[config.mk]
export PLATFORM = sky130hd
export DESIGN_NAME = dcache_axi_wbridge
export DESIGN_NICKNAME = d
export VERILOG_FILES = /design/src/rtl/dcache_axi_wbridge.sv
export SDC_FILE = /design/constraint.sdc
export NUM_CORES = 1
export LEC_CHECK = 0
export BUFFER_PORTS_ARGS = -buffer_cell sky130_fd_sc_hd__buf_2
export CORE_MARGIN = 2
export CORE_UTILIZATION = 45
export DETAILED_ROUTE_END_ITERATION = 7
export PLACE_DENSITY = 0.7
export SLEW_MARGIN = 20
export SYNTH_ARGS = -nofsm -noshare
export SYNTH_HDL_FRONTEND = slang
export SYNTH_SLANG_ARGS = --single-unit
[constraint.sdc]
create_clock -name clk -period 2.6 [get_ports clk]
set_input_delay 0.52 -clock clk [delete_from_list [all_inputs] [get_ports clk]]
set_output_delay 0.52 -clock clk [all_outputs]
set_load 0.01 [all_outputs]
[src/rtl/dcache_axi_wbridge.sv]
// Write-back bridge: turns one accepted cacheline into a single AXI4 INCR write burst (AW, W beats, B).
// Optional sticky error capture on SLVERR/DECERR responses when DCACHE_WBRIDGE_ERR_EN is defined.
module dcache_axi_wbridge #(
  parameter int         DCACHE_WIDTH   = 128,
  parameter int         AXI_DATA_WIDTH = 32,
  parameter logic [3:0] AXI_ID         = 4'h1
) (
  input  logic                        clk,
  input  logic                        rst,
  input  logic                        req_wen_i,
  input  logic [31:0]                 req_awaddr_i,
  input  logic [DCACHE_WIDTH-1:0]     req_wdata_i,
  output logic                        req_ready_o,
  output logic [3:0]                  m_awid_o,
  output logic [31:0]                 m_awaddr_o,
  output logic [7:0]                  m_awlen_o,
  output logic [2:0]                  m_awsize_o,
  output logic [1:0]                  m_awburst_o,
  output logic                        m_awvalid_o,
  input  logic                        m_awready_i,
  output logic [AXI_DATA_WIDTH-1:0]   m_wdata_o,
  output logic [AXI_DATA_WIDTH/8-1:0] m_wstrb_o,
  output logic                        m_wlast_o,
  output logic                        m_wvalid_o,
  input  logic                        m_wready_i,
  input  logic [1:0]                  m_bresp_i,
  input  logic                        m_bvalid_i,
  output logic                        m_bready_o,
  output logic                        err_o,
  output logic [31:0]                 err_addr_o
);
  localparam int BEATS  = DCACHE_WIDTH / AXI_DATA_WIDTH;
  localparam int OFFS   = $clog2(DCACHE_WIDTH / 8);
  localparam int BW     = (BEATS > 1) ? $clog2(BEATS) : 1;
  localparam int STRB_W = AXI_DATA_WIDTH / 8;
  localparam logic [BW-1:0] LAST_BEAT = BW'(BEATS - 1);

  typedef enum logic [1:0] {IDLE, AW, W, B} state_t;

  typedef struct packed {
    logic [31:0]                           addr;
    logic [BEATS-1:0][AXI_DATA_WIDTH-1:0]  data;
  } line_t;

  state_t        state;
  line_t         line;
  logic [BW-1:0] beat;

  assign m_awid_o    = AXI_ID;
  assign m_awaddr_o  = line.addr;
  assign m_awlen_o   = 8'(BEATS - 1);
  assign m_awsize_o  = 3'($clog2(STRB_W));
  assign m_awburst_o = 2'b01;
  assign m_wstrb_o   = '1;

  // Every handshake output is a flop; the next beat's data is preloaded on the
  // handshake so W payload never depends combinationally on m_wready_i.
  always_ff @(posedge clk or negedge rst) begin
    if (!rst) begin
      state       <= IDLE;
      line        <= '0;
      beat        <= '0;
      req_ready_o <= 1'b1;
      m_awvalid_o <= 1'b0;
      m_wvalid_o  <= 1'b0;
      m_wdata_o   <= '0;
      m_wlast_o   <= 1'b0;
      m_bready_o  <= 1'b0;
    end else begin
      case (state)
        IDLE: if (req_wen_i) begin
          line.addr   <= {req_awaddr_i[31:OFFS], {OFFS{1'b0}}};
          line.data   <= req_wdata_i;
          req_ready_o <= 1'b0;
          m_awvalid_o <= 1'b1;
          state       <= AW;
        end
        AW: if (m_awready_i) begin
          m_awvalid_o <= 1'b0;
          beat        <= '0;
          m_wvalid_o  <= 1'b1;
          m_wdata_o   <= line.data[0];
          m_wlast_o   <= (BEATS == 1);
          state       <= W;
        end
        W: if (m_wready_i) begin
          if (m_wlast_o) begin
            m_wvalid_o <= 1'b0;
            m_wlast_o  <= 1'b0;
            m_bready_o <= 1'b1;
            state      <= B;
          end else begin
            beat      <= beat + 1'b1;
            m_wdata_o <= line.data[beat + 1'b1];
            m_wlast_o <= ((beat + 1'b1) == LAST_BEAT);
          end
        end
        B: if (m_bvalid_i) begin
          m_bready_o  <= 1'b0;
          req_ready_o <= 1'b1;
          state       <= IDLE;
        end
        default: state <= IDLE;
      endcase
    end
  end

`ifdef DCACHE_WBRIDGE_ERR_EN
  // First failing burst wins; the flag only clears on reset.
  always_ff @(posedge clk or negedge rst) begin
    if (!rst) begin
      err_o      <= 1'b0;
      err_addr_o <= '0;
    end else if (state == B && m_bvalid_i && m_bresp_i[1] && !err_o) begin
      err_o      <= 1'b1;
      err_addr_o <= line.addr;
    end
  end

  logic unused_ok;
  assign unused_ok = ^{req_awaddr_i[OFFS-1:0], m_bresp_i[0]};
`else
  assign err_o      = 1'b0;
  assign err_addr_o = '0;

  logic unused_ok;
  assign unused_ok = ^{req_awaddr_i[OFFS-1:0], m_bresp_i};
`endif

endmodule

==> qor.yml <==
cts:
  clkSinkCount: 197
  cts-hold-fix-buffers: 0
  cts_repair_resize_count: 0
  ctsRootBufferMaster: "clkbuf_16"
  clock_path_buffers: 2
  numCtsBuffers: 17
  clkLatencyLatePin_ns: 0.44
  clkTransAtPathRegs_ns: 0.09
  post_cts.repair.setup_buffers: 0
  cts_max_level: 4
  tritoncts: "built"
power_and_ir_drop:
  ir_drop_v: 0.000643
  power_uw: 13900
  power_density_nw_per_um2: 1280
  p_leak_uw: 0.00506
critical_path:
  crit_chain: "inv_1 -> ha_1 -> mux2i_2 -> a221oi_4 -> buf_12 -> nor2_1 -> a21oi_1"
  end_kind: "register"
  worstPathArrival_ns: 2.51
  crit_family: "buffers and inverters"
  crit_path_top_delay_cell: "dfrtp_1"
  crit_type: "reg -> reg"
  start_kind: "register"
  required_ns: 2.96
  path_max_fanout: 64
  reg2reg_depth: 7
  max_stage_delay_ns: 0.41
  reg2reg_slack_ns: 0.45
  cp.buffers_inverters: 2
  r2r_end: "m_wdata_o[0]"
  r2r-start: "state[0]"
sta:
  period_minus_slack_ns: 2.15
  finalHoldViolCount: 0
  tns_ns: 0
  slew_viol_final: 0
  finalSetupViolCount: 0
  skew_ns: 0.0147
  period_share: 0.826
  tightest_slew_ns: 0.739
  timing.fmax_mhz: 466
  slew_headroom: 0.508
  rsz0062_at_grt: "false"
yosys:
  synth_ff_type: "dfrtp_1"
  syn_inst: 653
  yosysWarnings: 0
  async_reset_ff_frac: 1.00
  synth_top_area_frac: 0.530
  yosysTopAreaCell: "dfrtp_1"
  synth_common_cells: "dfrtp_1, mux2_2, buf_4"
  synth_edf_count: 0
  netlist_top_cells_area: "dfrtp_1, mux2_2, mux4_2"
  yosysUniqueCellTypes: 29
  yosysMostFrequentCell: "dfrtp_1"
  synthesis.area_sq_um: 9260
  ys_seq_elements: 197
  syn_avg_cell_area_sq_um: 14.2
  yosysSeqAreaShare: 0.532
cells_and_area:
  nNetsFinal: 1020
  fillers: 1706
  drive_gt1_frac: 0.545
  area_growth_pct: 18.1
route:
  vias: 5523
  avgRoutedWirePerCell_um: 16.4
  drc_errors: 0
  drt_iter0_markers: 171
  ant_nets: 0
  routed_wl_mm: 18.6
  via_per_inst: 4.88
  firstDrtPassIters: 4
die:
  die_h_um: 147
  initial_utilization: 0.458
  coreArea_sq_um: 20200
  num_rows: 52
  die_width_um: 147
  io_pins: 291
  fp.dieArea_sq_um: 21700
grt:
  grt_max_degree: 65
  grt_pass1_vias: 5699
  overflow: 0
  grt_pass1_wl_mm: 29.9
  track_usage: 0.176
  antenna_found_initial: 3
place:
  hpwlAfterDp_mm: 12.9
  place_congestion: 0.756
  io_buffers: 226
run_status:
  outcome: "complete, no violations"
run:
  maxCapViolCount: 0
hold_path:
  hold_class: "in -> async"
==> layout make-up <==
cell class / instances / area (sq um) / share of cell area
repair buffers: 240 / 1370 / 0.125
inverters: 8 / 30.0 / 0.00275
multi-input cells: 381 / 3640 / 0.333
diodes: 4 / 10.0 / 0.000916
well taps: 270 / 338 / 0.0309
flip-flops and latches: 197 / 4930 / 0.451
clock inverters: 15 / 190 / 0.0174
clock buffers: 17 / 425 / 0.0389
==> layout by cell type, fill, tap and decap left out, types with 2 or more instances in the layout <==
cell and n:
a21oi_1 34, buf_12 10, buf_2 225, buf_4 4, clkbuf_16 17, clkinv_8 6, conb_1 58, dfrtp_1 195
diode_2 4, ha_1 5, ha_2 2, inv_1 8, inv_6 4, inv_8 3, mux2_2 156, mux2i_1 35
mux4_2 32, nand2_1 4, nor2_1 33, nor2b_1 3, o21ai_0 6
==> how the worst max path moves through the flow <==
stage                         from  depth (start not counted)            end
after floorplan            beat[0]                          9  m_wdata_o[18]
after global placement    state[0]                          7  m_wdata_o[24]
after detailed placement  state[0]                          7   m_wdata_o[3]
after CTS                 state[0]                          7   m_wdata_o[0]
after global routing      state[0]                          7   m_wdata_o[1]
final                     state[0]                          7   m_wdata_o[0]
==> state kept, by name (all words and copies together), names as in the netlist <==
register / cells
m_wlast_o: 1
req_ready_o: 1
m_wdata_o: 32
state: 2
beat: 2
m_awaddr_o: 28
m_bready_o: 1
m_awvalid_o: 1
m_wvalid_o: 1
line: 128
==> per-stage QoR <==
step                hold WS [ns]  worst slack, ns  std cells   util  cell area (sq um)
global placement           0.480            0.545       1096  0.509              10300
floorplan                  0.224            0.545        709      -               9470
finish                    0.0273            0.453       1132  0.540              10900
global route              0.0413            0.283       1130  0.540              10900
detailed placement         0.487            0.451       1096  0.509              10300
CTS                       0.0261            0.438       1128  0.540              10900
==> logic make-up (layout without fill, tap and decap cells) <==
kind of cell             Yosys count  count (layout)  synth area share
AO/OA/AOI/OAI                     46              46            0.0304
flip-flops                       197             197             0.532
AND/OR/NAND/NOR                   45              45            0.0200
other                              2              62          0.000811
multiplexers                     225             225             0.308
buffers and inverters            131             280            0.0988
adder cells (fa/ha/maj)            7               7           0.00946
==> where the power goes <==
part	internal, uW	leakage, uW	switching [uW]
Combinational	3200	0.00246	2580
Sequential	4660	0.00231	824
Clock	1320	0.000295	1360
==> layer usage <==
layer,up-vias,part of all wire,track usage
met5,-,0,0
met2,224,0.48,0.289
met1,2721,0.42,0.221
met3,27,0.078,0.0543
li1,2551,-,-
met4,0,0.020,0.0654
Note: power is estimated with default switching activity, not from simulation.
